`src/rtl/fifo_pkg.sv`:
```
// Shared defaults for the FIFO and its stream-drain front end.
package fifo_pkg;
  localparam int WIDTH     = 8;
  localparam int DEPTH     = 16;
  localparam int PTR_WIDTH = 4;
  localparam int BUF_DEPTH = 2;

  typedef logic [1:0] occ_t;
endpackage

```
`src/rtl/stream_skid_buf.sv`:
```
// Two-entry register buffer: push to tail, pop from head, same-cycle push+pop allowed.
module stream_skid_buf #(
  parameter int WIDTH = fifo_pkg::WIDTH
) (
  input  logic               clk_i,
  input  logic               rst_i,
  input  logic               push_i,
  input  logic [WIDTH-1:0]   push_dat_i,
  input  logic               pop_i,
  output fifo_pkg::occ_t     occ_o,
  output logic [WIDTH-1:0]   head_o,
  output logic               overflow_o
);
  import fifo_pkg::*;

  logic [WIDTH-1:0] r_buf0;
  logic [WIDTH-1:0] r_buf1;
  occ_t             r_occ;
  logic [2:0]       w_level;
  logic [2:0]       w_slot;

  assign w_level    = {1'b0, r_occ} + {2'b0, push_i} - {2'b0, pop_i};
  assign w_slot     = {1'b0, r_occ} - {2'b0, pop_i};
  assign overflow_o = push_i && (w_level > 3'(BUF_DEPTH));
  assign occ_o      = r_occ;
  assign head_o     = r_buf0;

  // Pop shifts first; the push then lands in whichever slot is the new tail.
  always_ff @(posedge clk_i or posedge rst_i) begin
    if (rst_i) begin
      r_buf0 <= '0;
      r_buf1 <= '0;
      r_occ  <= '0;
    end else begin
      if (pop_i) r_buf0 <= r_buf1;
      if (push_i && w_slot == 3'd0) r_buf0 <= push_dat_i;
      if (push_i && w_slot == 3'd1) r_buf1 <= push_dat_i;
      if (!overflow_o) r_occ <= w_level[1:0];
    end
  end
endmodule

```
`src/rtl/fifo_stream_drain.sv`:
```
// Drains a registered-read FIFO into a framed valid/ready stream at 1 beat/cycle.
module fifo_stream_drain #(
  parameter int WIDTH   = fifo_pkg::WIDTH,
  parameter int PKT_LEN = 4,
  parameter int CNT_W   = 16
) (
  input  logic             clk_i,
  input  logic             rst_i,
  output logic             fifo_rd_en_o,
  input  logic [WIDTH-1:0] fifo_rdata_i,
  input  logic             fifo_empty_i,
  input  logic             fifo_rd_error_i,
  output logic             m_valid_o,
  output logic [WIDTH-1:0] m_data_o,
  output logic             m_last_o,
  input  logic             m_ready_i,
  output logic [CNT_W-1:0] beat_cnt_o,
  output logic             err_o
);
  import fifo_pkg::*;

  localparam logic [7:0]       IDX_LAST = 8'(PKT_LEN - 1);
  localparam logic [CNT_W-1:0] CNT_ONE  = 1;

  logic             r_inflight;
  logic [7:0]       r_idx;
  logic [CNT_W-1:0] r_beat_cnt;
  logic             r_err;
  occ_t             w_occ;
  logic [WIDTH-1:0] w_head;
  logic             w_overflow;
  logic             w_pop;
  logic [2:0]       w_level;

  assign m_valid_o  = (w_occ != 2'd0);
  assign w_pop      = m_valid_o && m_ready_i;
  // Slots committed next cycle: buffered + in flight - leaving now.
  assign w_level    = {1'b0, w_occ} + {2'b0, r_inflight} - {2'b0, w_pop};
  assign fifo_rd_en_o = !rst_i && !fifo_empty_i && (w_level < 3'(BUF_DEPTH));
  assign m_data_o   = w_head;
  assign m_last_o   = m_valid_o && (r_idx == IDX_LAST);
  assign beat_cnt_o = r_beat_cnt;
  assign err_o      = r_err;

  stream_skid_buf #(.WIDTH(WIDTH)) u_buf (
    .clk_i      (clk_i),
    .rst_i      (rst_i),
    .push_i     (r_inflight),
    .push_dat_i (fifo_rdata_i),
    .pop_i      (w_pop),
    .occ_o      (w_occ),
    .head_o     (w_head),
    .overflow_o (w_overflow)
  );

  always_ff @(posedge clk_i or posedge rst_i) begin
    if (rst_i) begin
      r_inflight <= 1'b0;
      r_idx      <= '0;
      r_beat_cnt <= '0;
      r_err      <= 1'b0;
    end else begin
      r_inflight <= fifo_rd_en_o;
      if (w_pop) begin
        r_idx      <= (r_idx == IDX_LAST) ? 8'd0 : r_idx + 8'd1;
        r_beat_cnt <= r_beat_cnt + CNT_ONE;
      end
      if (fifo_rd_error_i || w_overflow) r_err <= 1'b1;
    end
  end
endmodule
```
`config.mk`:
```
export PLATFORM = sky130hd
export DESIGN_NAME = fifo_stream_drain
export DESIGN_NICKNAME = d
export VERILOG_FILES = /design/src/rtl/fifo_pkg.sv /design/src/rtl/stream_skid_buf.sv /design/src/rtl/fifo_stream_drain.sv
export SDC_FILE = /design/constraint.sdc
export NUM_CORES = 1
export LEC_CHECK = 0
export CORE_ASPECT_RATIO = 1.4
export CORE_MARGIN = 10
export CORE_UTILIZATION = 37
export CTS_BUF_LIST = sky130_fd_sc_hd__clkbuf_8 sky130_fd_sc_hd__clkbuf_16
export DETAILED_ROUTE_END_ITERATION = 8
export SYNTH_ARGS = -nofsm -noshare
export SYNTH_HDL_FRONTEND = slang
export SYNTH_SLANG_ARGS = --single-unit
```
`constraint.sdc`:
```
create_clock -name clk_i -period 4.4 [get_ports clk_i]
set_input_delay 0.66 -clock clk_i [delete_from_list [all_inputs] [get_ports clk_i]]
set_output_delay 0.66 -clock clk_i [all_outputs]
set_load 0.1 [all_outputs]
```
; ---- Yosys cells after proc, flatten, opt, wreduce, memory -nomap -nowiden
; Index checks and enable logic that the tools add are counted.
[totals]
out_inout_bits = 28
reg_bits = 44
input_bits = 13
elab_cells = 32
[classes]
addsub = 5
muxes = 3
order_cmp = 2
n_eq_ne = 2
n_reduce_logical = 13
[ops]
columns = operator, count
row1 = two-way mux 8 bit, 3
row2 = "adder 16 x 1 -> 16 bit, second input constant", 1
row3 = "adder 8 x 1 -> 8 bit, second input constant", 1
row4 = "== test 8 x 2 -> 1 bit, second input constant", 1
row5 = logical AND 1 bit, 7
row6 = nonzero test 2 bit, 2
row7 = adder 2 x 1 -> 3 bit, 1
row8 = "== test 3 x 1 -> 1 bit, second input constant", 1
row9 = "greater-than comparator 3 x 2 -> 1 bit, second input constant", 1
row10 = zero test 3 bit, 1
row11 = "less-than comparator 3 x 2 -> 1 bit, second input constant", 1
row12 = subtractor 2 x 1 -> 3 bit, 1
row13 = subtractor 3 x 1 -> 3 bit, 1
row14 = zero test 1 bit, 2
row15 = logical OR 1 bit, 1

; ---- Logic depth before layout (Yosys ltp)
; Gate-level depths: netlist (run 1).
[depth]
word_depth = 6
ltp_mapped = 9
mapped_depth_nobuf = 9

; ---- By module
; From an unflattened synthesis (run 1), not the netlist that was laid out.
[hier_totals]
hier_cells = 179
area_unflattened_um2 = 2099.5
[by_module_without_submodules]
columns = module, seq_area_each_um2, cells_per_inst, instances, area_per_inst_um2
row1 = fifo_stream_drain, 650.6, 102, 1, 1214.9
row2 = stream_skid_buf, 450.4, 77, 1, 884.6

; ---- Least setup slack after synthesis (run 1)
; Ideal clock, no wire load.
[synth_path]
path_type = input to output
startpoint = in m_ready_i
endpoint = out fifo_rd_en_o
n_path_buf = 0
t_arrival_ns = 4.869
t_required_ns = 3.740
setup_slack_ns = -1.129
path_stages = 7
path_cell_list = nand2_1 mux2i_1 ha_1 inv_1 fa_1 xor2_1 nor4b_1
[synth_between]
elab_chain_len = 4
[synth_lines]
columns = element, line
row1 = start: declaration, fifo_stream_drain.sv:16  ; input logic m_ready_i,
row2 = logical AND 1 bit, fifo_stream_drain.sv:36  ; assign w_pop = m_valid_o && m_ready_i;
row3 = subtractor 3 x 1 -> 3 bit, fifo_stream_drain.sv:38  ; assign w_level = {1'b0, w_occ} + {2'b0, r_inflight} - {2'b0, w_pop};
row4 = less-than comparator 3 x 2 -> 1 bit, fifo_stream_drain.sv:39  ; assign fifo_rd_en_o = !rst_i && !fifo_empty_i && (w_level < 3'(BUF_DEPTH));
row5 = logical AND 1 bit, fifo_stream_drain.sv:39
row6 = end: declaration, fifo_stream_drain.sv:9  ; output logic fifo_rd_en_o,
; Every way passes these cells.

; ---- Final worst setup path (run 1)
; Same ends and word-level chain as after synthesis.

==> impl_metrics.env, run 1 <==
export IMPL_synth_avg_cell_area_um2=11.28
export IMPL_grt_pass1_wl_um=6934
export IMPL_root_buffer="clkbuf_8"
export IMPL_pwr_share_seq_pct=32.9
export IMPL_ys_warn_count=0
export IMPL_numCtsBuffers=5
export IMPL_cp_start_kind="input port"
export IMPL_power_density_nw_per_um2=746.6
export IMPL_cts_tree="done"
export IMPL_synthArstFlopShare_pct=100.0
export IMPL_fin_setup_tns_ns=0
export IMPL_grt_start_max_net_pins=45
export IMPL_clockBufferDepth=2
export IMPL_viasPerCell=4.845
export IMPL_synth_most_common_cell="dfrtp_1"
export IMPL_ios=41
export IMPL_htree_num_levels=2
export IMPL_worstSkewPairLatency_ns=0.29
export IMPL_wl_per_cell_um=13.82
export IMPL_p_int_mw=0.9952
export IMPL_placementRows=31
export IMPL_nFillCells=510
export IMPL_synth_cells_most_frequent="dfrtp_1, nand2_1, mux2_2"
export IMPL_core_area_um2=5236
export IMPL_firstDrtPassIters=3
export IMPL_ys_flop_type="dfrtp_1"
export IMPL_place_congestion=0.7522
export IMPL_hold_viol=0
export IMPL_leakage_nw=1.190
export IMPL_ctsHoldBuffers=0
export IMPL_worstMarginPinSlew_ns=0.9826
export IMPL_overflow=0
export IMPL_netlist_area_um2=2008
export IMPL_vias=1410
export IMPL_critPathKind="in -> out"
export IMPL_drt_initial_drc_count=62
export IMPL_ant_nets=0
export IMPL_die_x_um=82.27
export IMPL_synth_edf_count=0
export IMPL_fin_nets=242
export IMPL_cp_end_kind="primary output"
export IMPL_grt_pass1_vias=1461
export IMPL_clock_sinks=44
export IMPL_antennaDiodeCount=0
export IMPL_slew_headroom_pct=34.29
export IMPL_fin_worst_skew_ns=0.007462
export IMPL_clockPowerShare_pct=15.4
export IMPL_syn_nets=196
export IMPL_post_cts_repair_setup_buffers=0
export IMPL_start_util_pct=38.35
export IMPL_hold_path_class="reg -> reg"
export IMPL_drc=0
export IMPL_max_freq_ghz=0.2750
export IMPL_rsz0062_at_grt="no"
export IMPL_drive_above_1_share_pct=14.22
export IMPL_seq_area_frac_synth_pct=54.83
export IMPL_die_area_um2=8816
export IMPL_path_max_fanout=4
export IMPL_cp_data_required_time_ns=3.74
export IMPL_port_buffers=40
export IMPL_synth_distinct_cells=30
export IMPL_fp_dieH_um=107.2
export IMPL_grt_total_usage_pct=9.845
export IMPL_synth_top_area_share_pct=54.83
export IMPL_dp_hpwl_um=2934
export IMPL_syn_to_final_growth_pct=30.28
export IMPL_clkTransAtPathRegs_ns=0.07
export IMPL_p_sw_mw=0.9581
export IMPL_swShare_pct=49.05
export IMPL_status="finished, final reports clean"
export IMPL_arrival_ns=2.98
export IMPL_setup_viol=0
export IMPL_finalCriticalPeriod_ns=3.637
export IMPL_final_core_util_pct=49.96
export IMPL_p_comb_share_pct=51.7
export IMPL_synth_seq_cells=44
export IMPL_finalCritPeriodShare_pct=82.65
export IMPL_synthCells=178
export IMPL_cts_resized_gates=0
export IMPL_antenna_found_initial=0
export IMPL_ir_drop_mv=0.3595
export IMPL_synthTopCellsByArea="dfrtp_1, mux2_2, xnor2_1, nand2_1, ha_1"
export IMPL_drv_cap=0
export IMPL_drv_slew=0
export IMPL_yosysTopAreaCell="dfrtp_1"
export IMPL_wl_um=4023
==> final timing paths <==
path	start	endpoint	slack (ns)	cells after the start
max	m_ready_i	fifo_rd_en_o	0.76	9
min	err_o	err_o	0.46	2
max reg2reg	u_buf.occ_o[1]	u_buf.occ_o[0]	1.81	8
min reg2reg	err_o	err_o	0.46	2
max in group asynchronous	rst_i	u_buf.r_buf1[1]	3.17	3
min in group asynchronous	rst_i	r_idx[6]	0.85	3
==> worst max-delay path, stage by stage <==
cell,delay [ns]
clkdlybuf4s50_1,0.51
nand2_1,0.09
mux2i_1,0.30
ha_1,0.21
inv_1,0.05
fa_1,0.37
xor2_1,0.17
nor4b_2,0.38
buf_12,0.23
==> layout by cell type (no fill, tap or decap) <==
master and count:
clkdlybuf4s50_1 38, mux2i_1 1, o21a_1 1, nor2b_1 2
nor4_1 1, nand4_1 8, a21oi_1 1, dfrtp_1 44
nor3_2 1, and3_1 4, nor3b_4 1, nand2_1 37
buf_4 3, or4b_1 1, clkinv_1 1, a21o_1 2
xnor2_1 16, and4_1 1, buf_12 1, or2_2 1
o21ai_0 1, bufinv_16 1, nand3_1 6, inv_1 3
nor3_1 2, nor4b_2 1, clkinv_2 1, ha_1 4
mux2_2 17, fa_1 1, nand3b_1 1, o21ai_1 1
nor2_1 8, xor2_1 5, clkbuf_8 5, and2_1 2
nand2b_1 1
==> routing by layer <==
layer	part of all wire [%]	vias to the layer above	GRT usage, %	routed length (um)
met1	41	673	11.05	1647
met5	0	-	0	0
li1	-	701	-	-
met2	50	31	16.56	2024
met4	1.1	0	2.927	46
met3	7.6	5	3.846	306
==> final cells by class <==
type / count / area (um2) / area share (%)
flip-flops and latches: 44 / 1101 / 42.09
well taps: 66 / 82.58 / 3.156
inverters: 3 / 11.26 / 0.4304
multi-input cells: 128 / 890.9 / 34.05
repair buffers: 42 / 422.9 / 16.16
clock inverters: 3 / 38.79 / 1.483
clock buffers: 5 / 68.82 / 2.630
==> through the flow <==
stage                     setup WS [ns]  hold slack (ns)  area [um2]  power (mW)  instances
after floorplan                  0.2918           0.4385        2014       1.424        178
after global placement           0.8141           0.4479        2509       1.662        283
after detailed placement         0.7887           0.4516        2509       1.673        283
after CTS                        0.7458           0.4710        2616       1.982        291
after global routing             0.5780           0.4977        2616       2.070        291
final                            0.7633           0.4650        2616       1.953        291
==> registers in the layout (all words and copies together), names as in the netlist <==
register and cells:
r_idx 8, u_buf.r_buf1 8, beat_cnt_o 16, u_buf.occ_o 2, err_o 1, r_inflight 1
u_buf.head_o 8
==> power by group through the flow <==
stage	Clock, mW	Sequential [mW]	Combinational (mW)
after global placement	0	0.649	1.01
final	0.300	0.643	1.01
after CTS	0.312	0.646	1.02
after detailed placement	0	0.652	1.02
after floorplan	0	1.07	0.359
after global routing	0.331	0.666	1.07
==> cells by family (layout without fill, tap and decap cells) <==
| group | Yosys count | count (layout) | synth area share (%) |
|---|---|---|---|
| AO/OA/AOI/OAI | 6 | 6 | 1.869 |
| XOR/XNOR | 21 | 21 | 9.159 |
| adder cells (fa/ha/maj) | 5 | 5 | 3.489 |
| buffers and inverters | 6 | 53 | 1.121 |
| flip-flops | 44 | 44 | 54.83 |
| multiplexers | 18 | 18 | 10.03 |
| AND/OR/NAND/NOR | 78 | 78 | 19.50 |
Power figures use the tool's default switching activity.
==> inputs of run 2 (changes only) <==
==> constraint.sdc (replaced) <==
create_clock -name clk_i -period 3.1 [get_ports clk_i]
set_input_delay 0.465 -clock clk_i [delete_from_list [all_inputs] [get_ports clk_i]]
set_output_delay 0.465 -clock clk_i [all_outputs]
set_load 0.1 [all_outputs]
==> run 2 against run 1 <==
Net effect:
- first-iteration DRC count fell by 13%
- clock-buffer cell count grew 1
- flip-flop and latch count did not move
- global-route usage up 0.25 points
- worst setup slack lost 0.46 ns
- die area unchanged
- via count is 1.7% higher
- wire length rose by 2.1%
- cell area is 0.24% higher
- sequential power rose by 43%
- critical path type is now reg -> out
- critical endpoint unchanged
==> impl_metrics.env, run 2 (synthesis results as in run 1) <==
export IMPL_finalCriticalPeriod_ns=2.792
export IMPL_numCtsBuffers=5
export IMPL_ios=41
export IMPL_cp_end_kind="primary output"
export IMPL_slowest_stage="fa_2"
export IMPL_final_cell_mix="dfrtp_1, nand2_1, buf_4"
export IMPL_slowest_delay_ns=0.54
export IMPL_rsz0062_at_grt="no"
export IMPL_critical_path_top_delay_family="adder cells"
export IMPL_cts_tree="done"
export IMPL_worstPathCellList="nand2_2 > mux2i_2 > ha_2 > inv_1 > fa_2 > nor4b_4 > buf_12"
export IMPL_clkTransAtPathRegs_ns=0.08
export IMPL_arrival_ns=2.33
export IMPL_htree_num_levels=2
export IMPL_final_core_util_pct=50.08
export IMPL_wl_per_cell_um=13.84
export IMPL_vias=1434
export IMPL_clock_sinks=44
export IMPL_layout_cells_most_common="dfrtp_1"
export IMPL_cp_data_required_time_ns=2.63
export IMPL_firstDrtPassIters=4
export IMPL_drv_slew=0
export IMPL_core_area_um2=5236
export IMPL_nFillCells=513
export IMPL_min_from="r_idx[7]"
export IMPL_root_buffer="clkbuf_8"
export IMPL_critPathKind="reg -> out"
export IMPL_rr_worst_depth=8
export IMPL_ctsHoldBuffers=0
export IMPL_placementRows=31
export IMPL_ant_nets=0
export IMPL_drc=0
export IMPL_hold_path_class="reg -> reg"
export IMPL_antenna_found_initial=0
export IMPL_viasPerCell=4.828
export IMPL_status="finished, final reports clean"
export IMPL_leakage_nw=1.271
export IMPL_multi_input_area_um2=918.4
export IMPL_whs_endpoint="r_idx[7]"
export IMPL_setup_viol=0
export IMPL_fin_worst_skew_ns=0.01002
export IMPL_grt_pass1_vias=1464
export IMPL_fin_nets=248
export IMPL_fin_setup_tns_ns=0
export IMPL_overflow=0
export IMPL_dp_hpwl_um=3094
export IMPL_grt_total_usage_pct=10.10
export IMPL_timing_rr_start="u_buf.occ_o[1]"
export IMPL_finalCritPeriodShare_pct=90.06
export IMPL_worstMarginPinSlew_ns=0.6830
export IMPL_largest_reg_flops=16
export IMPL_drv_cap=0
export IMPL_max_freq_ghz=0.3582
export IMPL_fin_total_pwr_mw=2.753
export IMPL_syn_to_final_growth_pct=30.59
export IMPL_die_area_um2=8816
export IMPL_grt_pass1_wl_um=7017
export IMPL_grt_start_max_net_pins=27
export IMPL_wl_um=4109
export IMPL_drt_initial_drc_count=54
export IMPL_start_util_pct=38.35
export IMPL_port_buffers=40
export IMPL_clockBufferDepth=2
export IMPL_crit_buf_inv=2
export IMPL_worstSkewPairLatency_ns=0.29
export IMPL_path_max_fanout=8
export IMPL_hold_viol=0
export IMPL_slew_headroom_pct=54.18
export IMPL_antennaDiodeCount=0
export IMPL_ir_drop_mv=0.6679
export IMPL_cp_depth=7
export IMPL_drive_above_1_share_pct=29.87
export IMPL_timing_rr_end="u_buf.occ_o[0]"
export IMPL_fp_dieH_um=107.2
export IMPL_power_density_nw_per_um2=1050
export IMPL_cp_start_kind="register"
export IMPL_place_congestion=0.7778
export IMPL_register_area_um2=1102
export IMPL_die_x_um=82.27
export IMPL_r2r_slack_ns=0.81
export IMPL_hold_path_depth=1
run 2: changes by cell type in the layout (fill, tap and decap cells not counted), sizes merged:
cell	change
clkinv	-1
clkbuf	+1
bufinv	-1
dlymetal6s2s	+1
inv	+1
buf	+32
clkdlybuf4s50	-27
run 2: worst max-delay path by stage:
stage | slack [ns] | startpoint | to
2_1_floorplan | 0.03 | u_buf.occ_o[1] | fifo_rd_en_o
3_3_place_gp | 0.05 | m_ready_i | fifo_rd_en_o
3_5_place_dp | 0.007 | m_ready_i | fifo_rd_en_o
4_1_cts | 0.006 | m_ready_i | fifo_rd_en_o
5_1_grt | 0.18 | u_buf.occ_o[1] | fifo_rd_en_o
6_report | 0.31 | u_buf.occ_o[1] | fifo_rd_en_o
run 2: final cells by class:
| type | count | area share (%) |
|---|---|---|
| Multi-Input combinational cell | 128 | 35.02 |
| Clock buffer | 6 | 3.149 |
| Clock inverter | 2 | 0.2863 |
| Sequential cell | 44 | 42.03 |
| Tap cell | 66 | 3.149 |
| Inverter | 3 | 0.4294 |
| Timing Repair Buffer | 48 | 15.94 |
run 2: metrics by stage:
stage,area [um2],hold slack [ns],worst slack [ns],instances
2_1_floorplan,2043,0.4385,0.02599,178
3_5_place_dp,2522,0.4557,0.006830,288
4_1_cts,2613,0.4755,0.006371,296
3_3_place_gp,2522,0.4613,0.04828,288
5_1_grt,2623,0.4922,0.1765,297
6_report,2623,0.4674,0.3082,297
run 2: power by group:
part	switching, mW	total, mW	leakage, nW	internal [mW]
Combinational	1.03	1.48	0.643	0.447
Sequential	0.168	0.919	0.574	0.750
Clock	0.182	0.358	0.0538	0.175
Total	1.38	2.75	1.27	1.37
run 2: repair_timing:
action                     CTS  global route
setup endpoints to repair    0             1
gates resized for setup      0             1
buffers inserted             0             1
run 2: routing by layer:
layer  track usage, %  wire, um
met1            11.20      1707
met2            16.95      2076
met3            3.512       251
met4            4.024        74
met5                0         0
==> inputs of run 3 (changes only) <==
--- a/config.mk
+++ b/config.mk
@@ -10,6 +10,8 @@
 export CORE_UTILIZATION = 37
 export CTS_BUF_LIST = sky130_fd_sc_hd__clkbuf_8 sky130_fd_sc_hd__clkbuf_16
 export DETAILED_ROUTE_END_ITERATION = 8
+export SKIP_CTS_REPAIR_TIMING = 1
 export SYNTH_ARGS = -nofsm -noshare
 export SYNTH_HDL_FRONTEND = slang
+export SYNTH_HIERARCHICAL = 1
 export SYNTH_SLANG_ARGS = --single-unit
==> run 3 against run 2 <==
Net effect:
- sequential power grew 2.3%
- critical path type is now in -> out
- flip-flop and latch count is the same
- total power grew 1.2%
==> impl_metrics.env, run 3 <==
export IMPL_grt_pass1_vias=1537
export IMPL_syn_nets=201
export IMPL_placementRows=32
export IMPL_drc=0
export IMPL_largest_reg_flops=16
export IMPL_final_core_util_pct=49.46
export IMPL_ir_drop_mv=0.6930
export IMPL_antenna_found_initial=0
export IMPL_finalCritPeriodShare_pct=96.81
export IMPL_dpl_instance_area_um2=2611
export IMPL_synthCells=179
export IMPL_hold_viol=0
export IMPL_viasPerCell=4.873
export IMPL_numCtsBuffers=5
export IMPL_antennaDiodeCount=0
export IMPL_fp_dieH_um=109.1
export IMPL_dp_hpwl_um=3140
export IMPL_grt_total_usage_pct=9.579
export IMPL_rr_worst_depth=11
export IMPL_drt_initial_drc_count=36
export IMPL_drv_slew=0
export IMPL_ys_warn_count=6
export IMPL_port_buffers=40
export IMPL_wl_per_cell_um=13.77
export IMPL_root_buffer="clkbuf_8"
export IMPL_critPathKind="in -> out"
export IMPL_power_density_nw_per_um2=1020
export IMPL_die_area_um2=9130
export IMPL_rsz0062_at_grt="no"
export IMPL_netlist_area_um2=2100
export IMPL_synth_edf_count=0
export IMPL_synth_most_common_cell="dfrtp_1"
export IMPL_layout_cells_most_common="dfrtp_1"
export IMPL_finalCriticalPeriod_ns=3.001
export IMPL_clockBufferDepth=2
export IMPL_hold_path_class="in -> async"
export IMPL_max_freq_ghz=0.3332
export IMPL_setup_viol=0
export IMPL_arrival_ns=2.54
export IMPL_r2r_slack_ns=0.39
export IMPL_htree_num_levels=2
export IMPL_core_area_um2=5525
export IMPL_synth_distinct_cells=34
export IMPL_clock_sinks=44
export IMPL_firstDrtPassIters=4
export IMPL_grt_pass1_wl_um=7327
export IMPL_die_x_um=83.67
export IMPL_timing_rr_end="err_o"
export IMPL_clkTransAtPathRegs_ns=0.07
export IMPL_synth_top_area_share_pct=52.44
export IMPL_ys_flop_type="dfrtp_1"
export IMPL_synthTopCellsByArea="dfrtp_1, xnor2_1, mux2_2, ha_1, mux2i_1"
export IMPL_slew_headroom_pct=53.59
export IMPL_fin_worst_skew_ns=0.01036
export IMPL_fin_total_pwr_mw=2.787
export IMPL_synthArstFlopShare_pct=100.0
export IMPL_synth_avg_cell_area_um2=11.73
export IMPL_synth_cells_most_frequent="dfrtp_1, xnor2_1, nand2_1"
export IMPL_start_util_pct=38.00
export IMPL_cp_data_required_time_ns=2.63
export IMPL_leakage_nw=1.276
export IMPL_yosysTopAreaCell="dfrtp_1"
export IMPL_cts_tree="done"
export IMPL_wl_um=4117
export IMPL_ios=41
export IMPL_path_max_fanout=3
export IMPL_cp_end_kind="primary output"
export IMPL_worstMarginPinSlew_ns=0.6954
export IMPL_drv_cap=0
export IMPL_vias=1457
export IMPL_seq_area_frac_synth_pct=52.44
export IMPL_status="finished, final reports clean"
export IMPL_fin_nets=252
export IMPL_drive_above_1_share_pct=28.14
export IMPL_syn_to_final_growth_pct=30.15
export IMPL_timing_rr_start="u_buf/occ_o[1]"
export IMPL_cp_start_kind="input port"
export IMPL_final_cell_mix="dfrtp_1, buf_4, xnor2_1"
export IMPL_place_congestion=0.7258
export IMPL_grt_start_max_net_pins=26
export IMPL_synth_seq_cells=44
export IMPL_worstSkewPairLatency_ns=0.29
export IMPL_overflow=0
export IMPL_ant_nets=0
export IMPL_final_area_um2=2733
run 3: area by class of cell:
class                      count  area [um2]
timing repair buffer          46       387.9
tap                           68       85.08
clock inverter                 2       38.79
inverter                      11       43.79
sequential                    44        1102
fill                         528        2793
clock buffer                   6       82.58
multi-input combinational    122       992.2
run 3: how the worst max path moves through the flow:
stage | start | endpoint | slack, ns | cells after the start
detailed placement | m_ready_i | fifo_rd_en_o | 0.09 | 9
finish | m_ready_i | fifo_rd_en_o | 0.1 | 9
floorplan | u_buf/occ_o[1] | fifo_rd_en_o | -0.27 | 7
CTS | m_ready_i | fifo_rd_en_o | 0.08 | 9
global placement | m_ready_i | fifo_rd_en_o | 0.09 | 9
global route | m_ready_i | fifo_rd_en_o | 0.008 | 9
run 3: power by group:
part | total [mW] | internal [mW] | switching (mW)
logic | 1.39 | 0.405 | 0.981
clock network | 0.461 | 0.264 | 0.197
registers | 0.940 | 0.754 | 0.186
total | 2.79 | 1.42 | 1.36
run 3: kinds of logic after synthesis:
family,synth area share [%]
buffers and inverters,2.443
xor gates and xnor gates,9.178
muxes,8.105
and+or+nand+nor,16.57
adders and majority gates,6.079
DFF,52.44
AOI/OAI and AO/OA,5.185
run 3: critical path, stage by stage:
cell and delay (ns):
clkdlybuf4s50_1 0.50, o21ai_4 0.08, inv_4 0.07, ha_4 0.18, nand2b_4 0.13, fa_2 0.37, xor2_2 0.16, nor4b_4 0.35
buf_12 0.22
run 3: per-layer routing:
metal  vias up  wire length, um  GRT usage [%]
met5         -                0              0
met4         0               25          3.237
met3         5              284          3.731
met2        35             2014          16.03
met1       701             1793          10.99
li1        716                -              -
run 3: per-stage QoR:
step	TNS, ns	setup WS, ns	hold slack, ns	std cells
floorplan	-0.3049	-0.2668	0.4035	179
global placement	0	0.08804	0.4533	291
detailed placement	0	0.09175	0.4507	291
CTS	0	0.08468	0.4283	299
global route	0	0.008061	0.4393	299
finish	0	0.09900	0.4346	299
